## config.mk

```make
export PLATFORM = sky130hd
export DESIGN_NAME = nexus_pifo_scheduler
export DESIGN_NICKNAME = d
export VERILOG_FILES = /design/src/rtl/nexus_pifo_pkg.sv /design/src/rtl/nexus_rr_arbiter.sv /design/src/rtl/nexus_pifo_scheduler.sv
export SDC_FILE = /design/constraint.sdc
export NUM_CORES = 1
export LEC_CHECK = 0
export ABC_CLOCK_PERIOD_IN_PS = 5900
export BUFFER_PORTS_ARGS = -buffer_cell sky130_fd_sc_hd__buf_2
export CORE_AREA = 10 10 130 132
export CTS_CLUSTER_DIAMETER = 30
export DETAILED_ROUTE_END_ITERATION = 6
export DIE_AREA = 0 0 140 142
export PLACE_DENSITY = 0.74
export SLEW_MARGIN = 20
export SYNTH_ARGS = -nofsm -noshare
export SYNTH_HDL_FRONTEND = slang
export SYNTH_SLANG_ARGS = --single-unit
```

## constraint.sdc

```tcl
create_clock -name i_clk -period 5.9 [get_ports i_clk]
set_input_delay 0.885 -clock i_clk [delete_from_list [all_inputs] [get_ports i_clk]]
set_output_delay 0.885 -clock i_clk [all_outputs]
set_load 0.02 [all_outputs]
```

## src/rtl/nexus_pifo_pkg.sv

```systemverilog
// Shared widths, entry layout and scheduler state encoding for the PIFO scheduler.
package nexus_pifo_pkg;

  localparam int unsigned PTW_DEF = 16;
  localparam int unsigned MTW_DEF = 32;
  localparam int unsigned EW_DEF  = MTW_DEF + PTW_DEF;

  // Priority sits in the low bits; lower value wins.
  typedef struct packed {
    logic [MTW_DEF-1:0] meta;
    logic [PTW_DEF-1:0] prio;
  } entry_t;

  typedef enum logic {
    S_PUSH = 1'b0,
    S_POP  = 1'b1
  } state_e;

endpackage

```

## src/rtl/nexus_rr_arbiter.sv

```systemverilog
// Combinational round-robin pick: first requester at or after i_ptr, wrapping.
module nexus_rr_arbiter #(
  parameter  int unsigned N  = 4,
  localparam int unsigned IW = (N > 1) ? $clog2(N) : 1
) (
  input  logic [N-1:0]  i_req,
  input  logic [IW-1:0] i_ptr,
  output logic [N-1:0]  o_grant_c,
  output logic [IW-1:0] o_idx_c,
  output logic          o_any_c
);

  always_comb begin
    int unsigned k;
    k         = 0;
    o_grant_c = '0;
    o_idx_c   = '0;
    o_any_c   = 1'b0;
    for (int unsigned i = 0; i < N; i++) begin
      k = i + 32'(i_ptr);
      if (k >= N) k = k - N;
      if (!o_any_c && i_req[k]) begin
        o_any_c      = 1'b1;
        o_grant_c[k] = 1'b1;
        o_idx_c      = IW'(k);
      end
    end
  end

endmodule

```

## src/rtl/nexus_pifo_scheduler.sv

```systemverilog
// Push/pop scheduler in front of a PIFO micro sorter with anti-starvation of pops.
// Optional statistics counters are enabled with NEXUS_SCHED_STATS_EN.
module nexus_pifo_scheduler
  import nexus_pifo_pkg::*;
#(
  parameter  int unsigned NREQ   = 4,
  parameter  int unsigned PTW    = PTW_DEF,
  parameter  int unsigned MTW    = MTW_DEF,
  parameter  int unsigned STARVE = 8,
  localparam int unsigned EW     = MTW + PTW
) (
  input  logic               i_clk,
  input  logic               i_arst,
  input  logic [NREQ-1:0]    i_req_valid,
  input  logic [NREQ*EW-1:0] i_req_data,
  output logic [NREQ-1:0]    o_req_ready,
  output logic               o_deq_valid,
  output logic [EW-1:0]      o_deq_data,
  input  logic               i_deq_ready,
  output logic               o_srt_push,
  output logic [EW-1:0]      o_srt_push_data,
  output logic               o_srt_pop,
  input  logic [EW-1:0]      i_srt_pop_data,
  input  logic               i_srt_full,
  input  logic               i_srt_empty
`ifdef NEXUS_SCHED_STATS_EN
  ,
  output logic [31:0]        o_push_cnt,
  output logic [31:0]        o_pop_cnt
`endif
);

  localparam int unsigned IW = (NREQ > 1) ? $clog2(NREQ) : 1;
  localparam int unsigned SW = (STARVE > 1) ? $clog2(STARVE) : 1;

  state_e          r_state;
  state_e          w_state_nxt;
  logic [IW-1:0]   r_rr_ptr;
  logic [SW-1:0]   r_streak;
  logic [SW-1:0]   w_streak_nxt;
  logic            r_deq_valid;
  logic [EW-1:0]   r_deq_data;
  logic [NREQ-1:0] w_grant;
  logic [IW-1:0]   w_win;
  logic            w_any;
  logic            w_push_elig;
  logic            w_pop_elig;
  logic            w_starve_hit;
  logic            w_push;
  logic            w_pop;

  nexus_rr_arbiter #(.N(NREQ)) u_arb (
    .i_req     (i_req_valid),
    .i_ptr     (r_rr_ptr),
    .o_grant_c (w_grant),
    .o_idx_c   (w_win),
    .o_any_c   (w_any)
  );

  // Eligibility is masked by reset so nothing is issued while it is held.
  assign w_push_elig  = !i_arst && w_any && !i_srt_full;
  assign w_pop_elig   = !i_arst && !i_srt_empty && (!r_deq_valid || i_deq_ready);
  assign w_starve_hit = (r_streak == SW'(STARVE - 1));

  always_ff @(posedge i_clk or posedge i_arst) begin
    if (i_arst) r_state <= S_PUSH;
    else        r_state <= w_state_nxt;
  end

  always_comb begin
    w_state_nxt = S_PUSH;
    if (r_state == S_PUSH && w_push && w_pop_elig && w_starve_hit) w_state_nxt = S_POP;
  end

  always_comb begin
    w_push       = 1'b0;
    w_pop        = 1'b0;
    w_streak_nxt = '0;
    unique case (r_state)
      S_PUSH: begin
        w_push = w_push_elig;
        w_pop  = !w_push_elig && w_pop_elig;
        if (w_push && w_pop_elig) w_streak_nxt = w_starve_hit ? '0 : r_streak + SW'(1);
      end
      S_POP: begin
        w_pop  = w_pop_elig;
        w_push = !w_pop_elig && w_push_elig;
      end
      default: ;
    endcase
  end

  assign o_srt_push      = w_push;
  assign o_srt_pop       = w_pop;
  assign o_req_ready     = w_push ? w_grant : '0;
  assign o_srt_push_data = i_req_data[32'(w_win)*EW +: EW];

  always_ff @(posedge i_clk or posedge i_arst) begin
    if (i_arst) begin
      r_rr_ptr <= '0;
      r_streak <= '0;
    end else begin
      r_streak <= w_streak_nxt;
      if (w_push) r_rr_ptr <= (32'(w_win) == NREQ - 1) ? '0 : w_win + IW'(1);
    end
  end

  // Output stage: a pop refills in the same edge as a consumer handshake.
  always_ff @(posedge i_clk or posedge i_arst) begin
    if (i_arst) begin
      r_deq_valid <= 1'b0;
      r_deq_data  <= '1;
    end else if (w_pop) begin
      r_deq_valid <= 1'b1;
      r_deq_data  <= i_srt_pop_data;
    end else if (i_deq_ready) begin
      r_deq_valid <= 1'b0;
    end
  end

  assign o_deq_valid = r_deq_valid;
  assign o_deq_data  = r_deq_data;

`ifdef NEXUS_SCHED_STATS_EN
  logic [31:0] r_push_cnt;
  logic [31:0] r_pop_cnt;

  always_ff @(posedge i_clk or posedge i_arst) begin
    if (i_arst) begin
      r_push_cnt <= '0;
      r_pop_cnt  <= '0;
    end else begin
      if (w_push) r_push_cnt <= r_push_cnt + 32'd1;
      if (w_pop)  r_pop_cnt  <= r_pop_cnt + 32'd1;
    end
  end

  assign o_push_cnt = r_push_cnt;
  assign o_pop_cnt  = r_pop_cnt;
`endif

endmodule

```

==> summary.md, run 1 <==
| Metric | Value |
|---|---|
| Status | `complete, no violations` |
| Setup-failing EPs final | `0` |
| DRT antenna net count | `0` |
| Worst Hold Class | `reg -> reg` |
| Fin worst setup slack | `973 ps` |
| Critical Path Source Type | `register` |
| Share of post-route cells with drive strength above 1 | `53.3%` |
| Total GRT Usage | `17.9%` |
| CTS root buffer | `clkbuf_16` |
| Fillcell total | `1466` |
| Kind of critical path | `reg -> out` |
| Final Hold Vio Count | `0` |
| Reg2reg start | `r_rr_ptr[0]$_DFFE_PP0P_` |
| Max Freq | `0.203 GHz` |
| Vias in the first global route | `4597` |
| Largest net degree at the start of global routing | `99` |
| Std-Cell Rows | `44` |
| Htree depth | `2` |
| Initial core utilization | `28.8%` |
| Setup WS pre-CTS | `1350 ps` |
| Post-DR wirelength/cell | `19.9 um` |
| Most frequent cells in the layout | `buf_2 (351), nand2_1 (156), mux2i_1 (150)` |
| Slew headroom | `50.1%` |
| Final cell count without fillers | `972` |
| DRC viols | `0` |
| Nets | `1040` |
| Critical path required time | `5020 ps` |
| CTS tree | `built` |
| Post-synthesis sequential area ratio | `34.9%` |
| Setup Fix Bufs, Post-CTS | `0` |
| Critical Path Fanout Max | `98` |
| Syn_nets | `705` |
| Core Footprint | `14300 sq um` |
| CTS Buffer Depth | `2` |
| Crit. End Element | `output pin` |
| Die footprint | `19900 sq um` |
| Most common cell after layout, fill and taps aside | `buf_2` |
| Pre-antenna DRT Iters | `4` |
| Total power | `3.33 mW` |
| Via count | `4554` |
| Wirelength, routed | `19300 um` |
| Initial DRC Count | `157` |
| Clk_skew | `2.52 ps` |
| Syn avg cell area | `9.15 sq um` |
| Grt total ovfl | `0` |
| Static Leak | `3.71 nW` |
| Input/output buffers | `351` |
| IO Pins | `352` |
| Max-slew violation count | `0` |
| Total CTS buffers | `5` |
| GP Congestion | `0.926` |
| Netlist cell types | `35` |
| Clock transition at path regs | `70 ps` |
| Clk Latency, worst-skew pair | `290 ps` |
| DR vias/cell | `4.69` |
| Antenna violations before repair | `10` |
| Gates resized, CTS repair | `0` |
| Syn Std Cell Area | `4120 sq um` |
| Hold bufs inserted after CTS | `0` |
| Final TNS setup | `0 ps` |
| CP Launch Point | `r_rr_ptr[0]$_DFFE_PP0P_` |
| Post-Place Cells | `962` |
| Final HPWL DP | `16700 um` |
| Pwr/cell area | `536 nW/um^2` |
| Period utilization | `83.5%` |
| Unrepaired setup endpoints after global routing | `false` |
| Clock tree sinks | `55` |
| Hold path start | `r_streak[0]$_DFF_PP0_` |
| Maximum vdd drop | `0.484 mV` |
| Die Width | `140 um` |
| Max-cap violations | `0` |
| Area delta synth->final | `50.8%` |
| Synthesis-stage register bit count | `55` |
| Worst-Margin Slew | `743 ps` |
| Final min period | `4930 ps` |
| Synth Instances | `450` |
| Arrival @ worst endpoint | `4040 ps` |
| Global-route wire length before repair | `28000 um` |
| Chip Height | `142 um` |
| YS warnings | `0` |
==> worst max-delay path: stages (launching register included) <==
cell,delay (ps)
dfrtp_1,630
inv_1,190
ha_1,450
mux4_2,610
a21boi_1,180
o41ai_4,350
buf_12,510
mux2i_1,440
mux2i_1,110
buf_2,180
==> flip-flops by register name, summed over array words and instances (netlist names) <==
signal / count
o_deq_valid: 1
r_rr_ptr: 2
r_state: 1
r_streak: 3
o_deq_data: 48
==> kinds of logic (layout without fill, tap and decap cells) <==
group	Yosys count	count (layout)	synth area share, %
and+or+nand+nor	177	177	17.0
muxes	152	152	37.3
DFF	55	55	34.9
buffers and inverters	34	370	4.43
AOI/OAI and AO/OA	25	25	4.44
adders and majority gates	6	6	1.82
xor gates and xnor gates	1	1	0.213
other	0	2	0
==> synthesized netlist by cell type, drive strengths merged <==
| library cell | number | area share, % |
|---|---|---|
| nor2b | 1 | 0.15 |
| a2bb2o | 1 | 0.24 |
| a22o | 4 | 0.85 |
| a211oi | 1 | 0.18 |
| o21ai | 5 | 0.61 |
| mux4 | 1 | 0.55 |
| nor3 | 5 | 0.61 |
| mux2i | 150 | 36 |
| ha | 6 | 1.8 |
| a21o | 2 | 0.36 |
| buf | 16 | 2.8 |
| inv | 5 | 0.46 |
| nand3 | 1 | 0.12 |
| nand2b | 5 | 0.76 |
| mux2 | 1 | 0.27 |
| o31ai | 1 | 0.18 |
| a21oi | 5 | 0.61 |
| nor2 | 5 | 0.46 |
| a211o | 1 | 0.21 |
| and3 | 3 | 0.46 |
| nand3b | 1 | 0.18 |
| clkbuf | 13 | 1.2 |
| o22ai | 1 | 0.15 |
| o32ai | 1 | 0.21 |
| a32o | 1 | 0.24 |
| xnor2 | 1 | 0.21 |
| nand2 | 156 | 14 |
| o41ai | 1 | 0.40 |
| dfrtp | 7 | 4.3 |
| a21boi | 1 | 0.18 |
| dfstp | 48 | 31 |
==> routing by layer <==
metal  global-route usage [%]  wire length [um]  vias to the layer above
met2                     30.1              9510                      237
met3                     7.61              2110                       41
met5                        0                85                        -
met1                     20.2              7110                     2045
met4                     5.71               496                       12
li1                         -                 -                     2219
==> power by group <==
group | leakage [nW] | switching, mW | internal [mW]
Combinational | 3.03 | 1.47 | 0.986
Clock | 0.0804 | 0.138 | 0.202
Sequential | 0.596 | 0.0484 | 0.487
Total | 3.71 | 1.65 | 1.68
==> per-stage QoR <==
stage	hold slack, ps	utilization, %	instance area (sq um)
6_report	445	43.4	6210
4_1_cts	444	43.4	6210
3_3_place_gp	427	42.2	6040
5_1_grt	463	43.4	6210
2_1_floorplan	412	-	4120
3_5_place_dp	426	42.2	6040
==> final timing paths <==
path                                            to  slack, ps  cells after the start
setup / recovery               o_srt_push_data[24]        970                      9
hold / removal               r_streak[0]$_DFF_PP0_        440                      1
setup reg to reg           r_rr_ptr[1]$_DFFE_PP0P_       2550                      8
hold reg to reg              r_streak[0]$_DFF_PP0_        440                      1
max in group asynchronous  o_deq_valid$_DFFE_PP0P_       4630                      3
min in group asynchronous  r_rr_ptr[0]$_DFFE_PP0P_        820                      3
==> cell type report <==
cell class / count / area (sq um) / area share [%]
antenna: 2 / 5.00 / 0.0806
clock buffer: 5 / 125 / 2.01
clock inverter: 3 / 46.3 / 0.745
inverter: 5 / 18.8 / 0.302
multi-input combinational: 361 / 2540 / 40.8
sequential: 55 / 1440 / 23.1
tap: 184 / 230 / 3.71
timing repair buffer: 357 / 1810 / 29.2
Power figures use the tool's default switching activity.
==> run 2, diff against run 1 <==
- ABC_CLOCK_PERIOD_IN_PS: 5900 -> 3970
- PLACE_DENSITY: 0.74 -> 0.77
- clock period: 5.9 -> 3.97 ns (I/O delays scaled with it)
==> summary.md, run 2 (same netlist as run 1, synthesis figures left out) <==
| Metric | Value |
|---|---|
| Die footprint | `19900 sq um (unchanged)` |
| Antenna violations before repair | `2 (-8)` |
| CTS Buffer Depth | `2 (unchanged)` |
| Largest net degree at the start of global routing | `51 (-48%)` |
| Total CTS buffers | `5 (unchanged)` |
| Worst Hold Class | `reg -> reg` |
| Pre-antenna DRT Iters | `4 (unchanged)` |
| Area delta synth->final | `56.2%` |
| Chip Height | `142 um (unchanged)` |
| Initial core utilization | `28.8% (unchanged)` |
| Period utilization | `96.6%` |
| Die Width | `140 um (unchanged)` |
| Wirelength, routed | `18900 um (-2.3%)` |
| Clock tree sinks | `55 (unchanged)` |
| Pwr/cell area | `837 nW/um^2 (+56%)` |
| Clock transition at path regs | `70 ps (about the same)` |
| Static Leak | `3.82 nW (+3.0%)` |
| Sequential standard cell area | `1440 sq um (unchanged)` |
| Crit. End Element | `output pin` |
| Most frequent cells in the layout | `buf_2 (351), nand2_1 (156), mux2i_1 (148)` |
| Final min period | `3830 ps` |
| Critical path required time | `3370 ps (-1650 ps)` |
| Htree depth | `2 (unchanged)` |
| Core Footprint | `14300 sq um (unchanged)` |
| Most common cell after layout, fill and taps aside | `buf_2` |
| Nets | `1054 (+1.3%)` |
| Area of the multi-input gates | `2560 sq um (+0.79%)` |
| Clk_skew | `3.51 ps (+0.994 ps)` |
| Slew headroom | `47.8% (-2.3 points)` |
| Total GRT Usage | `17.3% (-0.61 points)` |
| DRT antenna net count | `0 (unchanged)` |
| IO Pins | `352 (unchanged)` |
| GP Congestion | `0.884 (-4.5%)` |
| Via count | `4568 (+0.31%)` |
| Max-cap violations | `0 (unchanged)` |
| Clk Latency, worst-skew pair | `290 ps (about the same)` |
| Status | `complete, no violations` |
| CTS tree | `built` |
| Final Hold Vio Count | `0 (unchanged)` |
| Total power | `5.39 mW (+62%)` |
| Grt total ovfl | `0 (unchanged)` |
| DR vias/cell | `4.64 (-1.0%)` |
| Vias in the first global route | `4780 (+4.0%)` |
| Maximum vdd drop | `0.527 mV (+8.9%)` |
| Fillcell total | `1429 (-2.5%)` |
| Arrival @ worst endpoint | `3240 ps (-800 ps)` |
| Unrepaired setup endpoints after global routing | `false` |
| Final HPWL DP | `16200 um (-2.8%)` |
| Initial DRC Count | `128 (-18%)` |
| Largest register FFs | `48 (unchanged)` |
| Worst-Margin Slew | `777 ps (+34.1 ps)` |
| Kind of critical path | `reg -> out` |
| Max Freq | `0.261 GHz` |
| Input/output buffers | `351 (unchanged)` |
| CTS root buffer | `clkbuf_16` |
| Max-slew violation count | `0 (unchanged)` |
| Std-Cell Rows | `44 (unchanged)` |
| Critical Path Fanout Max | `10 (-90%)` |
| Share of post-route cells with drive strength above 1 | `54.8% (+1.4 points)` |
| Final TNS setup | `0 ps (unchanged)` |
| Global-route wire length before repair | `27500 um (-1.8%)` |
| Hold depth | `1 (unchanged)` |
| DRC viols | `0 (unchanged)` |
| Critical Path Source Type | `register` |
| R2r worst-path depth | `10 (+2)` |
| Post-DR wirelength/cell | `19.2 um (-3.6%)` |
| Setup-failing EPs final | `0 (unchanged)` |
run 2: cell types whose count changed in the layout (fill, tap and decap cells not counted), sizes merged:
cell,delta
buf,+12
bufbuf,+2
diode,-1
run 2: layout make-up:
type | count | area share (%)
clock inverters | 3 | 0.719
well taps | 184 | 3.58
multi-input cells | 361 | 39.7
inverters | 5 | 0.292
flip-flops and latches | 55 | 22.3
repair buffers | 371 | 31.4
diodes | 1 | 0.0389
clock buffers | 5 | 1.94
run 2: power breakdown:
part           internal (mW)  switching [mW]
clock network          0.300           0.200
logic                   1.81            2.31
registers              0.724          0.0487
total                   2.83            2.56
run 2: metrics by stage:
stage	instance area [sq um]	util (%)	hold WS [ps]	std cells	setup WS [ps]
final	6430	45.0	446	985	136
after global placement	6140	42.9	429	969	261
after global routing	6430	45.0	453	985	15.8
after detailed placement	6140	42.9	432	969	154
after CTS	6400	44.7	448	982	38.1
after floorplan	4120	-	412	450	382
run 2: worst max-delay path, stage by stage (launching register included):
cell	delay [ps]
dfrtp_1	370
inv_2	90
ha_4	280
mux4_2	550
a21boi_1	180
o41ai_4	340
buf_4	180
buf_4	110
bufbuf_16	280
mux2i_1	80
mux2i_1	250
buf_2	230
run 2: what timing repair did:
| action | CTS | global route |
|---|---|---|
| hold buffers | 0 | 0 |
| endpoints found under the hold margin | 0 | 0 |
| buffers inserted | 3 | 2 |
| cloned | 2 | 0 |
| pin swaps | 1 | 0 |
| setup endpoints to repair | 33 | 39 |
| resized for setup | 2 | 3 |
run 2: layer usage:
layer / global-route usage [%] / up-vias / wire length (um)
li1: - / 2243 / -
met1: 18.7 / 2082 / 6860
met2: 30.8 / 226 / 9700
met3: 7.41 / 17 / 2080
met4: 3.97 / 0 / 234
met5: 0 / - / 0
run 2: path summary, 6_finish.rpt:
kind,from,endpoint,slack (ps)
setup / recovery,r_rr_ptr[0]$_DFFE_PP0P_,o_srt_push_data[7],140
hold / removal,r_streak[0]$_DFF_PP0_,r_streak[0]$_DFF_PP0_,450
setup reg to reg,r_rr_ptr[0]$_DFFE_PP0P_,r_rr_ptr[0]$_DFFE_PP0P_,1350
hold reg to reg,r_streak[0]$_DFF_PP0_,r_streak[0]$_DFF_PP0_,450
max in group asynchronous,i_arst,o_deq_data[37]$_DFFE_PP1P_,2840
min in group asynchronous,i_arst,o_deq_data[32]$_DFFE_PP1P_,570
==> run 3, diff against run 2 <==
- ABC_AREA: not set -> 1
- PLACE_DENSITY: 0.77 -> 0.84
==> summary.md, run 3 <==
| Metric | Value |
|---|---|
| Setup-failing EPs final | `0 (unchanged)` |
| Final min period | `3660 ps (-173 ps)` |
| Crit. End Element | `output pin` |
| Gates resized, CTS repair | `0 (-2)` |
| Unrepaired setup endpoints after global routing | `false` |
| Synth area leader | `dfstp_2` |
| Largest register FFs | `48 (unchanged)` |
| Post-DR wirelength/cell | `15.8 um (-18%)` |
| Max-cap violations | `0 (unchanged)` |
| CTS Buffer Depth | `2 (unchanged)` |
| Nets | `1367 (+30%)` |
| Htree depth | `2 (unchanged)` |
| IO Pins | `352 (unchanged)` |
| Total power | `7.79 mW (+45%)` |
| Chip Height | `142 um (unchanged)` |
| Via count | `6259 (+37%)` |
| Antenna violations before repair | `5 (+3)` |
| Initial DRC Count | `406 (+220%)` |
| Hold bufs inserted after CTS | `0 (unchanged)` |
| Syn avg cell area | `6.27 sq um (-31%)` |
| Vias in the first global route | `5832 (+22%)` |
| Final cell count without fillers | `1300 (+32%)` |
| Top cells by area, synth | `dfstp_2 (25%), nand2_1 (24%), nand3b_1 (14%)` |
| Final Hold Vio Count | `0 (unchanged)` |
| Pwr/cell area | `1120 nW/um^2 (+34%)` |
| Clk Latency, worst-skew pair | `290 ps (about the same)` |
| Wire length on met3 | `2360 um (+13%)` |
| DR top layer | `met5` |
| Worst-Margin Slew | `580 ps (-198 ps)` |
| Kind of critical path | `reg -> out` |
| DRC viols | `0 (unchanged)` |
| Largest net degree at the start of global routing | `97 (+90%)` |
| Global-route wire length before repair | `30800 um (+12%)` |
| Clk_skew | `8.12 ps (+4.61 ps)` |
| Syn Std Cell Area | `4990 sq um (+21%)` |
| Setup Fix Bufs, Post-CTS | `0 (-3)` |
| DRT antenna net count | `0 (unchanged)` |
| Initial core utilization | `34.9% (+6.1 points)` |
| Final HPWL DP | `16500 um (+1.6%)` |
| Final TNS setup | `0 ps (unchanged)` |
| Arrival @ worst endpoint | `3070 ps (-170 ps)` |
| Most common cell after layout, fill and taps aside | `buf_2` |
| Most frequent cells in the layout | `buf_2 (351), nand2_1 (316), inv_1 (115)` |
| Clock tree sinks | `55 (unchanged)` |
| Netlist cell types | `27 (-23%)` |
| Syn_nets | `1050 (+49%)` |
| Post-synth ARST share | `100% (unchanged)` |
| Max-slew violation count | `0 (unchanged)` |
| Period utilization | `92.2% (-4.4 points)` |
| Synth Instances | `795 (+77%)` |
| Input/output buffers | `351 (unchanged)` |
| Post-synthesis sequential area ratio | `28.8% (-6.1 points)` |
| Total CTS buffers | `5 (unchanged)` |
| Synthesis-stage register bit count | `55 (unchanged)` |
| Pre-antenna DRT Iters | `7 (+3)` |
| Core Footprint | `14300 sq um (unchanged)` |
| Wirelength, routed | `20500 um (+8.6%)` |
| R2r setup slk | `1330 ps (-20 ps)` |
| Number of synthesized flops with an enable pin | `0 (unchanged)` |
| CTS root buffer | `clkbuf_16` |
| Die Width | `140 um (unchanged)` |
| Area delta synth->final | `39.7%` |
| Critical Path Fanout Max | `61 (+51)` |
| Std-Cell Rows | `44 (unchanged)` |
| Critical Path Source Type | `register` |
| Die footprint | `19900 sq um (unchanged)` |
| Post-Place Cells | `1289 (+33%)` |
| Clock transition at path regs | `70 ps (about the same)` |
| Synth cell count leaders | `nand2_1 (316), inv_1 (116), nand3_1 (107)` |
| DR vias/cell | `4.81 (+3.8%)` |
| YS warnings | `0 (unchanged)` |
| Worst Hold Class | `in -> async` |
| CTS tree | `built` |
| GP Congestion | `0.891 (+0.79%)` |
| Share of post-route cells with drive strength above 1 | `39.3% (-15 points)` |
| Status | `complete, no violations` |
| Grt total ovfl | `0 (unchanged)` |
| Ys flop type | `dfstp_2` |
| Max Freq | `0.273 GHz (+4.7%)` |
| Slew headroom | `61.3% (+14 points)` |
| WL met2 | `9690 um (-0.16%)` |
| Maximum vdd drop | `0.591 mV (+12%)` |
| Top-count cell post-synth | `nand2_1` |
| Wl on met1 | `7800 um (+14%)` |
| Critical path required time | `3370 ps (about the same)` |
| Share of the synthesized area in the top cell type | `25.3% (-11 points)` |
| Static Leak | `4.21 nW (+10%)` |
| Total GRT Usage | `18.6% (+1.3 points)` |
==> run 3: cell types whose count changed in the layout (fill, tap and decap cells not counted), sizes merged, moves of 3 or more <==
| cell | previous run | this run |
|---|---|---|
| nand2 | 156 | 326 |
| mux2i | 150 | 0 |
| inv | 6 | 123 |
| nand3 | 1 | 109 |
| nand3b | 1 | 96 |
| buf | 369 | 360 |
| a21oi | 5 | 12 |
| nand2b | 5 | 0 |
| a22o | 4 | 0 |
| and3 | 3 | 0 |
| nand4 | 0 | 3 |
| nor3 | 5 | 2 |
==> run 3: final timing paths <==
path	to	start	cells past startpoint
worst max-delay path	o_srt_push_data[47]	r_rr_ptr[0]$_DFFE_PP0P_	14
worst min-delay path	o_deq_valid$_DFFE_PP0P_	i_arst	2
worst max register to register	r_rr_ptr[1]$_DFFE_PP0P_	r_rr_ptr[0]$_DFFE_PP0P_	13
worst min register to register	r_streak[0]$_DFF_PP0_	r_streak[0]$_DFF_PP0_	1
max in group asynchronous	o_deq_data[28]$_DFFE_PP1P_	i_arst	3
min in group i_clk	r_streak[0]$_DFF_PP0_	r_streak[0]$_DFF_PP0_	1
==> run 3: cell families after synthesis <==
family	synth area share (%)
adders and majority gates	1.50
and+or+nand+nor	52.4
buffers and inverters	14.9
DFF	28.8
AOI/OAI and AO/OA	2.38
==> run 3: layout make-up <==
type                    instances  area [sq um]
diodes                          3          7.51
fillers                      1447          7350
well taps                     184           230
clock buffers                   6           139
flip-flops and latches         55          1440
multi-input cells             569          2810
clock inverters                 2          17.5
repair buffers                360          1870
inverters                     121           457
==> run 3: worst max-delay path: stages, from the launching register on <==
cell and delay, ps:
dfrtp_1 520, inv_2 150, ha_1 370, inv_1 120
nand3_1 100, nand2_2 170, nand4_4 140, nand2_2 120
nand2_4 110, nand2_4 220, buf_12 280, nand2_1 130
nand3_1 90, nand2_1 50, buf_2 160
==> run 3: power breakdown <==
group	switching, mW	internal (mW)
Sequential	0.0931	0.789
Combinational	4.42	2.03
Clock	0.203	0.256
Total	4.72	3.07
==> run 3: routing by layer <==
metal	vias up	global-route usage (%)
met5	-	0
met4	4	6.79
met3	37	6.61
met2	344	30.6
met1	2779	21.9
li1	3095	-
==> run 3: per-stage QoR <==
stage / setup WS, ps / cell area (sq um) / utilization, % / hold WS [ps]
2_1_floorplan: 403 / 4990 / - / 415
3_3_place_gp: 747 / 6800 / 47.5 / 433
3_5_place_dp: 671 / 6800 / 47.5 / 442
4_1_cts: 340 / 6960 / 48.6 / 315
5_1_grt: 94.0 / 6970 / 48.7 / 329
6_report: 309 / 6970 / 48.7 / 307
